**config.mk**
```make
export PLATFORM = sky130hd
export DESIGN_NAME = sparc_control_unit
export DESIGN_NICKNAME = d
export VERILOG_FILES = /design/src/rtl/sparc_control_unit_pkg.sv /design/src/rtl/sparc_control_unit_decoder.sv /design/src/rtl/sparc_control_unit.sv
export SDC_FILE = /design/constraint.sdc
export NUM_CORES = 1
export LEC_CHECK = 0
export BUFFER_PORTS_ARGS = -buffer_cell sky130_fd_sc_hd__buf_4
export CAP_MARGIN = 25
export CORE_MARGIN = 2
export CORE_UTILIZATION = 42
export DETAILED_ROUTE_END_ITERATION = 8
export PLACE_DENSITY = 0.81
export SYNTH_ARGS = -nofsm -noshare
export SYNTH_HDL_FRONTEND = slang
export SYNTH_SLANG_ARGS = --single-unit
```
**constraint.sdc**
```tcl
create_clock -name Clk -period 2.85 [get_ports Clk]
set_input_delay 0.4275 -clock Clk [delete_from_list [all_inputs] [get_ports Clk]]
set_output_delay 0.4275 -clock Clk [all_outputs]
set_load 0.005 [all_outputs]
```
**src/rtl/sparc_control_unit_pkg.sv**
```systemverilog
// sparc_control_unit_pkg: state encodings, mux-select codes, instruction fields and trap types
// shared by the SPARC microsequencer and its decoder.
package sparc_control_unit_pkg;
   typedef enum logic [4:0] {
      S_RESET  = 5'd0,  S_FETCH  = 5'd1,  S_FWAIT  = 5'd2,  S_IRLD   = 5'd3,
      S_PCADV  = 5'd4,  S_DECODE = 5'd5,  S_CALL   = 5'd6,  S_BRANCH = 5'd7,
      S_TICC   = 5'd8,  S_ALU    = 5'd9,  S_LDADDR = 5'd10, S_LWAIT  = 5'd11,
      S_STADDR = 5'd12, S_LDWB   = 5'd13, S_TRAP   = 5'd14, S_SWAIT  = 5'd15
   } state_e;

   localparam logic [1:0] OP_FMT2  = 2'b00;
   localparam logic [1:0] OP_CALL  = 2'b01;
   localparam logic [1:0] OP_ARITH = 2'b10;
   localparam logic [2:0] OP2_BICC  = 3'b010;
   localparam logic [2:0] OP2_SETHI = 3'b100;
   localparam logic [5:0] OP3_TICC  = 6'b111010;

   localparam logic [1:0] MP_NPC     = 2'b01;
   localparam logic [1:0] MP_TBR     = 2'b10;
   localparam logic [1:0] MNP_INC4   = 2'b01;
   localparam logic [1:0] MNP_DISP30 = 2'b10;
   localparam logic [1:0] MNP_DISP22 = 2'b11;
   localparam logic [1:0] MB_REG     = 2'b00;
   localparam logic [1:0] MB_IMM     = 2'b01;
   localparam logic [1:0] MB_SETHI   = 2'b10;
   localparam logic [1:0] MSC_R15    = 2'b11;
   localparam logic [5:0] ALU_ADD    = 6'h00;

   localparam logic [1:0] TYPE_BYTE = 2'b00;
   localparam logic [1:0] TYPE_HALF = 2'b01;
   localparam logic [1:0] TYPE_WORD = 2'b10;

   localparam logic [7:0] TT_FETCH_TO = 8'h01;
   localparam logic [7:0] TT_ILLEGAL  = 8'h02;
   localparam logic [7:0] TT_MEM_TO   = 8'h09;

   // op3[1:0] size field: 00 word, 01 unsigned byte, 10 unsigned half, 11 doubleword (word beats)
   function automatic logic [1:0] mem_type(input logic [1:0] sz);
      return (sz == 2'b01) ? TYPE_BYTE : (sz == 2'b10) ? TYPE_HALF : TYPE_WORD;
   endfunction
endpackage

```
**src/rtl/sparc_control_unit_decoder.sv**
```systemverilog
// sparc_control_unit_decoder: IR op/op3 to post-DECODE execute state and illegal-instruction trap type
module sparc_control_unit_decoder
   import sparc_control_unit_pkg::*;
(
   input  logic [1:0] op_i,
   input  logic [5:0] op3_i,
   output state_e     next_o,
   output logic [7:0] tt_o
);
   logic [2:0] op2;

   assign op2  = op3_i[5:3];
   assign tt_o = (next_o == S_TRAP) ? TT_ILLEGAL : 8'h00;

   always_comb begin
      next_o = S_TRAP;
      case (op_i)
         OP_FMT2:  next_o = (op2 == OP2_BICC) ? S_BRANCH : (op2 == OP2_SETHI) ? S_ALU : S_TRAP;
         OP_CALL:  next_o = S_CALL;
         OP_ARITH: next_o = (op3_i == OP3_TICC) ? S_TICC : S_ALU;
         default:  next_o = op3_i[2] ? S_STADDR : S_LDADDR;
      endcase
   end
endmodule

```
**src/rtl/sparc_control_unit.sv**
```systemverilog
// sparc_control_unit: Moore microsequencer for the SPARC DataPath with a memory-wait
// watchdog and precise trap entry; all strobes decode from the registered state.
module sparc_control_unit
   import sparc_control_unit_pkg::*;
#(
   parameter int MAX_WAIT = 15,
   parameter int WAIT_W   = 4
) (
   input  logic        Clk,
   input  logic        nReset,
   input  logic [31:0] IR,
   input  logic        MOC,
   input  logic        BCOND,
   input  logic        TCOND,
   output logic        IR_Ld,
   output logic        MAR_Ld,
   output logic        MDR_Ld,
   output logic        WIM_Ld,
   output logic        TBR_Ld,
   output logic        TTR_Ld,
   output logic        PC_Ld,
   output logic        NPC_Ld,
   output logic        nPC_Clr,
   output logic        PSR_Ld,
   output logic        FR_Ld,
   output logic        Register_Windows_Enable,
   output logic        RF_Load_Enable,
   output logic        RF_Clear_Enable,
   output logic        RW,
   output logic        MOV,
   output logic [1:0]  Type,
   output logic [1:0]  MA,
   output logic [1:0]  MB,
   output logic [1:0]  MNP,
   output logic [1:0]  MP,
   output logic [1:0]  MS,
   output logic [1:0]  MSc,
   output logic        MC,
   output logic        MF,
   output logic        MM,
   output logic        MOP,
   output logic        MSa,
   output logic [5:0]  OpXX,
   output logic [7:0]  Trap_Type,
   output logic [4:0]  State
);
   state_e            state_q, state_d, dec_next;
   logic [WAIT_W-1:0] wait_q, wait_d;
   logic [7:0]        tt_q, tt_d, dec_tt;
   logic              is_wait, expire, unused_ir;

   sparc_control_unit_decoder u_dec (
      .op_i   (IR[31:30]),
      .op3_i  (IR[24:19]),
      .next_o (dec_next),
      .tt_o   (dec_tt)
   );

   assign is_wait   = (state_q == S_FWAIT) || (state_q == S_LWAIT) || (state_q == S_SWAIT);
   assign expire    = is_wait && !MOC && (wait_q == WAIT_W'(MAX_WAIT));
   assign State     = state_q;
   assign Trap_Type = tt_q;
   assign unused_ir = ^{IR[29:25], IR[18:14], IR[12:7]};

   always_comb begin
      state_d = state_q;
      tt_d    = tt_q;
      wait_d  = is_wait ? wait_q + WAIT_W'(!MOC) : '0;
      case (state_q)
         S_RESET:  state_d = S_FETCH;
         S_FETCH:  state_d = S_FWAIT;
         S_FWAIT:  state_d = MOC ? S_IRLD : expire ? S_TRAP : S_FWAIT;
         S_IRLD:   state_d = S_PCADV;
         S_PCADV:  state_d = S_DECODE;
         S_DECODE: state_d = dec_next;
         S_TICC:   state_d = TCOND ? S_TRAP : S_FETCH;
         S_LDADDR: state_d = S_LWAIT;
         S_LWAIT:  state_d = MOC ? S_LDWB : expire ? S_TRAP : S_LWAIT;
         S_STADDR: state_d = S_SWAIT;
         S_SWAIT:  state_d = MOC ? S_FETCH : expire ? S_TRAP : S_SWAIT;
         default:  state_d = S_FETCH;
      endcase
      // TRAP always exits to FETCH, so this fires exactly once per trap entry
      if (state_d == S_TRAP)
         tt_d = (state_q == S_FWAIT)  ? TT_FETCH_TO :
                (state_q == S_DECODE) ? dec_tt :
                (state_q == S_TICC)   ? {1'b1, IR[6:0]} : TT_MEM_TO;
   end

   always_ff @(posedge Clk or negedge nReset) begin
      if (!nReset) begin
         state_q <= S_RESET;
         wait_q  <= '0;
         tt_q    <= '0;
      end else begin
         state_q <= state_d;
         wait_q  <= wait_d;
         tt_q    <= tt_d;
      end
   end

   always_comb begin
      {IR_Ld, MAR_Ld, MDR_Ld, WIM_Ld, TBR_Ld, TTR_Ld, PC_Ld, NPC_Ld, nPC_Clr, PSR_Ld, FR_Ld} = '0;
      {RF_Load_Enable, RF_Clear_Enable, RW, MOV, MC, MF, MM, MOP, MSa} = '0;
      {Type, MA, MB, MNP, MP, MS, MSc} = '0;
      OpXX = '0;
      Register_Windows_Enable = 1'b1;
      case (state_q)
         S_RESET:  {PC_Ld, nPC_Clr, RF_Clear_Enable, RF_Load_Enable} = 4'b1111;
         S_FETCH:  {MAR_Ld, MM} = 2'b11;
         S_FWAIT:  begin
            {MOV, RW, MDR_Ld, MF} = 4'b1111;
            Type = TYPE_WORD;
         end
         S_IRLD:   IR_Ld = 1'b1;
         S_PCADV:  begin
            {PC_Ld, NPC_Ld} = 2'b11;
            MP  = MP_NPC;
            MNP = MNP_INC4;
         end
         S_CALL:   begin
            {RF_Load_Enable, NPC_Ld} = 2'b11;
            MSc = MSC_R15;
            MNP = MNP_DISP30;
         end
         S_BRANCH: begin
            NPC_Ld = BCOND;
            MNP    = MNP_DISP22;
         end
         S_ALU:    begin
            RF_Load_Enable = 1'b1;
            OpXX  = IR[24:19];
            FR_Ld = IR[23];
            MB    = (IR[31:30] == OP_FMT2) ? MB_SETHI : IR[13] ? MB_IMM : MB_REG;
         end
         S_LDADDR: begin
            MAR_Ld = 1'b1;
            OpXX   = ALU_ADD;
         end
         S_LWAIT:  begin
            {MOV, RW, MDR_Ld, MF} = 4'b1111;
            Type = mem_type(IR[20:19]);
         end
         S_LDWB:   {RF_Load_Enable, MC} = 2'b11;
         S_STADDR: begin
            {MAR_Ld, MDR_Ld} = 2'b11;
            OpXX = ALU_ADD;
         end
         S_SWAIT:  begin
            MOV  = 1'b1;
            Type = mem_type(IR[20:19]);
         end
         S_TRAP:   begin
            {TBR_Ld, TTR_Ld, PC_Ld, nPC_Clr, PSR_Ld} = 5'b11111;
            MP = MP_TBR;
         end
         default: ;
      endcase
   end
endmodule

```
**After elaboration in Yosys (flattened, before gate mapping)**

Cells that the tools add are included.

- Flip-flop bits (word level): 17
- Bits of input ports: 37
- Output and inout bits: 54
- Logic and storage cells: 87

- Add/subtract/negate cells: 1
- Equal/unequal tests: 25
- Multiplexer cells: 42
- Reduce and logical (&&, ||, !) cells: 16

Operator list:

| kind | number |
|---|---|
| 5-bit by 4-bit equality test with 1-bit output, second input constant | 10 |
| 5-bit one-hot mux with 10 select lines | 1 |
| 8-bit 2-to-1 mux | 3 |
| 5-bit by 3-bit equality test with 1-bit output, second input constant | 4 |
| 4-bit 2-to-1 mux | 5 |
| 1-bit 2-to-1 mux | 16 |
| 5-bit one-hot mux with 3 select lines | 1 |
| 2-bit 2-to-1 mux | 6 |
| 3-bit 2-to-1 mux | 4 |
| 3-bit OR reduction | 4 |
| 5-bit by 2-bit equality test with 1-bit output, second input constant | 2 |
| 2-bit one-hot mux with 2 select lines | 2 |
| 2-bit OR reduction | 4 |
| 6-bit equality test, second input constant | 1 |
| 6-bit 2-to-1 mux | 1 |
| 2-bit one-hot mux with 3 select lines | 1 |
| 5-bit by 1-bit equality test with 1-bit output, second input constant | 1 |
| 5-bit zero test | 1 |
| 5-bit 2-to-1 mux | 1 |
| 4-bit by 1-bit adder with 4-bit output | 1 |
| 2-bit by 1-bit equality test with 1-bit output, second input constant | 2 |
| 2-bit equality test, second input constant | 2 |
| 4-bit equality test, second input constant | 1 |
| 4-bit OR reduction | 1 |
| other kinds (7) | 9 |

**Logic depth before layout (Yosys ltp)**

- Depth in word-level cells: 9
- Gate-level depth with buffers: 8
- Gate-level depth less buffers: 8

**Modules after synthesis**

From an unflattened synthesis, not the netlist that was laid out.

- Cell total of the unflattened synthesis: 199
- Area, all modules: 1,599.0 um^2

By module, submodules not included:

| module | times used | cells an instance | area an instance (um^2) | sequential area each (um^2) |
|---|---|---|---|---|
| sparc_control_unit | 1 | 174 | 1,438.9 | 425.4 |
| sparc_control_unit_decoder | 1 | 25 | 160.2 | 0.0 |

**Worst setup path before layout**

No wires, ideal clock.

- Path kind: flip-flop to flip-flop
- Start: register state_q[3] (netlist: State[3])
- End: register tt_q[0] (netlist: Trap_Type[0])
- Setup time: 0.125 ns
- Arrival time: 1.912 ns
- Data required time: 2.725 ns
- Path slack: 0.813 ns
- Cell stages (with the launch flop): 8
- Buffers on the path: 1
- Period minus slack after synthesis: 2.037 ns
- Cells stage by stage: dfrtp_1 or2_1 buf_6 nor2_4 a211oi_1 or4_4 nand3b_4 mux2_4

- Cells in the longest elaborated chain, start to end: 9
- Elaborated cells on any way between the ends: 25
- Those cells by class: eq/ne (11); mux (10); reduce/logical (4)

Ends and longest elaborated chain:

| element | RTL line | text |
|---|---|---|
| start: declaration | sparc_control_unit.sv:47 | `state_e state_q, state_d, dec_next;` |
| start signal: assignment | sparc_control_unit.sv:96 | `state_q <= state_d;` |
| 5-bit by 2-bit equality test with 1-bit output / 5-bit by 4-bit equality test with 1-bit output (equally long branches) | sparc_control_unit.sv:59, sparc_control_unit.sv:69 |  |
| 1-bit logical OR (2 in a row) | sparc_control_unit.sv:59 | `assign is_wait = (state_q == S_FWAIT) \|\| (state_q == S_LWAIT) \|\| (state_q == S_SWAIT);` |
| 1-bit logical AND (2 in a row) | sparc_control_unit.sv:60 | `assign expire = is_wait && !MOC && (wait_q == WAIT_W'(MAX_WAIT));` |
| 1-bit 2-to-1 mux / 3-bit 2-to-1 mux (equally long branches) | sparc_control_unit.sv:80, sparc_control_unit.sv:78 |  |
| 4-bit 2-to-1 mux / 3-bit 2-to-1 mux (equally long branches) | sparc_control_unit.sv:80, sparc_control_unit.sv:78 |  |
| 5-bit one-hot mux with 10 select lines * | sparc_control_unit.sv:69 | `case (state_q)` |
| net state_d[0] | sparc_control_unit.sv:47 |  |
| 5-bit by 4-bit equality test with 1-bit output * | sparc_control_unit.sv:84 | `if (state_d == S_TRAP)` |
| end signal: assignment | sparc_control_unit.sv:98 | `tt_q <= tt_d;` |
| end: declaration | sparc_control_unit.sv:49 | `logic [7:0] tt_q, tt_d, dec_tt;` |

Mark *: on every way through the listed nets, which the timed path passes. The rest lies on a longest branch.
A chain may end at the register's enable or synchronous reset.

**Worst setup path after layout**

- Start: register state_q[3] (netlist: State[3])
- End: output port MOV

- Cells in the longest elaborated chain, start to end: 3
- Elaborated cells on any way between the ends: 5
- Those cells by class: eq/ne (3); mux (1); reduce/logical (1)

Ends and longest elaborated chain:

| element | RTL line | text |
|---|---|---|
| 5-bit by 2-bit equality test with 1-bit output / 5-bit by 4-bit equality test with 1-bit output (equally long branches) | sparc_control_unit.sv:108 | `case (state_q)` |
| 3-bit OR reduction (no source line) * | n/a |  |
| 1-bit 2-to-1 mux * | sparc_control_unit.sv:108 |  |
| end: declaration | sparc_control_unit.sv:30 | `output logic MOV,` |

Every way passes the cells marked *; elsewhere a longest branch is shown, timed or not.

==> results.txt <==
TNS Setup = 0 ns
Count of cell types in the netlist = 51
Seq/Total Area, Yosys = 0.298
CP Launch Type = flop
# Max-Cap Violations = 0
Compound-cell area share of the yosys netlist = 0.178
Die width = 60.6 um
Synth Area in XOR/XNOR = 0.0196
Yosys warning count = 0
Clock Skews = 0.00291 ns
Synth Instances = 164
Met1 global-route usage = 0.258
DRT Pass-1 Iters = 4
Die Ht = 60.6 um
Synthesized area = 1340 um^2
Simple-Gate Fraction of Synth Area = 0.296
Global-route usage over all layers = 0.180
CTS Sinks = 16
Slew @ Worst Pin = 0.531 ns
Critical path arrival = 1.96 ns
CTS tree = built
R2R depth = 5
CP startpoint = State[3]$_DFF_PN0_
IO Pins = 91
Gr ovfl total = 0
PwrDens = 862 nW/um^2
Worst-path clk slew = 0.09 ns
Number of H-tree levels = 1
Fin crit period = 2.38 ns
GPL Wtd Cong = 0.812
Mux share of post-synthesis cell area = 0.0298
Worst EP required = 2.42 ns
RR Startpoint = State[3]$_DFF_PN0_
Post-synth EDFFs = 0
RR Endpoint = Trap_Type[0]$_DFFE_PN0N_
VDD IR-drop max = 485 uV
M2 GR Usage = 0.301
R2r setup slk = 0.48 ns
Pleak = 0.958 nW
Worst Hold Class = in2reg
Fin nets = 259
Main combinational cell family by area after synthesis = simple AND/OR/NAND/NOR gates
First DRT Iteration DRCs = 42
Cts bufs inserted = 3
RSZ-0062 raised after global routing = false
Fmax = 419 MHz
Busiest grt layer = met2
Worst-skew pair later-pin latency = 0.28 ns
Die area = 3670 um^2
Final period utilization = 0.837
Max Slew Vio Count = 0
Vias per cell = 5.08
Initial core utilization = 0.440
Routed via count = 1332
Diode count = 0
Layout cells sized above 1 = 0.362
Share of flip-flops with an asynchronous set or reset = 1.00
Min Hold Slack = 0.364 ns
Largest net degree at the start of global routing = 19
Clk root buf = clkbuf_4
First-pass GRT wire length = 5140 um
Fin. Hold Viols = 0
Area Growth Syn to Fin = 34.1%
PortBufs = 65
Row count = 20
CP Max Fanout = 17
DR WL/cell = 12.8 um
Clock Path Buffers = 2
Critical Path End Type = primary output
# setup viols final = 0
Crit Path Category = reg2out
Final wirelength = 3360 um
Status = complete, no violations
Vias in the first global route = 1129
GR Layer Usage met3 = 0.0128
Filler cell count = 311
Core ar. = 3050 um^2
Average cell area after synthesis = 8.19 um^2
Slew HR = 0.637
Crit path to = MOV
Post-Synth Adder-Cell Area = 0.0279
Post-DP HPWL = 2560 um
Routed Antenna Nets = 0
Synth Register Bits = 16
Top_reg_cell synth = dfrtp_1
Drt drc = 0
Antenna violations before repair = 0
worst max-delay path, stage by stage, from the launching register on:
cell and delay [ns]:
dfrtp_1 0.64, or2_1 0.36, nor2_1 0.10, a21oi_1 0.16
nand2b_1 0.20, inv_1 0.08, buf_4 0.14
area by class of cell:
cell class | count | area (um^2) | share of cell area
well taps | 44 | 55.1 | 0.0306
flip-flops and latches | 16 | 400 | 0.222
multi-input cells | 122 | 774 | 0.430
clock buffers | 4 | 36.3 | 0.0201
inverters | 10 | 37.5 | 0.0208
repair buffers | 66 | 498 | 0.276
cell usage in the layout, fill, tap and decap left out, drive strengths merged, types with 3 or more instances in the layout:
cell type,instances
and2,6
inv,10
nor3,3
dfrtp,16
nand2,7
a22o,4
clkbuf,4
o22ai,3
nand2b,5
nor2,28
conb,9
buf,65
o21ai,4
a21oi,6
or2,4
nor4,5
ha,3
stage by stage:
step	area, um^2	util	instances	power [mW]	setup WS, ns
final	1800	0.590	262	1.55	0.465
after detailed placement	1760	0.575	257	1.40	0.497
after floorplan	1370	-	171	1.03	0.813
after global placement	1760	0.575	257	1.39	0.503
after CTS	1800	0.590	262	1.56	0.442
after global routing	1800	0.590	262	1.69	0.230
routing by layer:
metal | vias to the layer above | wire length [um] | share of wire
li1 | 659 | - | -
met5 | - | 0 | 0
met4 | 0 | 0 | 0
met1 | 614 | 1490 | 0.45
met3 | 0 | 266 | 0.079
met2 | 59 | 1600 | 0.48
cell families after synthesis:
kind of cell	Yosys count
other cells	2
compound gates	33
mux	3
xor+xnor	3
simple gates	71
buf+inv	33
flops	16
fa+ha+maj	3
registers in the layout, indices dropped and copies added, names as in the netlist:
| signal | count |
|---|---|
| Trap_Type | 8 |
| State | 4 |
| wait_q | 4 |
how the worst min path moves through the flow:
stage	endpoint	cells after the start	start
5_1_grt	Trap_Type[4]$_DFFE_PN0N_	2	IR[4]
3_5_place_dp	Trap_Type[7]$_DFFE_PN0N_	1	nReset
4_1_cts	Trap_Type[4]$_DFFE_PN0N_	2	IR[4]
3_3_place_gp	Trap_Type[7]$_DFFE_PN0N_	1	nReset
2_1_floorplan	State[0]$_DFF_PN0_	0	nReset
6_report	Trap_Type[4]$_DFFE_PN0N_	2	IR[4]
cells in the mapped netlist (all sizes together) (3+ instances only):
master / n / area [um^2]
nor2: 28 / 113
buf: 19 / 143
dfrtp: 16 / 400
inv: 10 / 37.5
nand2: 7 / 26.3
a21oi: 6 / 30.0
and2: 6 / 37.5
nand2b: 5 / 31.3
nor4: 5 / 37.5
a22o: 4 / 35.0
clkbuf: 4 / 15.0
o21ai: 4 / 23.8
or2: 4 / 25.0
ha: 3 / 37.5
nor3: 3 / 15.0
o22ai: 3 / 18.8
power breakdown:
group	total, mW	leakage (nW)	internal (mW)	switching, mW
clock network	0.146	0.0210	0.0778	0.0684
logic	0.973	0.729	0.514	0.459
registers	0.434	0.207	0.299	0.135
total	1.55	0.958	0.891	0.663
timing repair:
item                                    4_1_cts  5_1_grt
endpoints found under the setup margin        0        0
hold endpoints to repair                     16        0
buffers inserted                              0        0
hold buffers                                  1        0
resized for setup                             0        0
No activity file was read; power rests on OpenSTA's default activity.
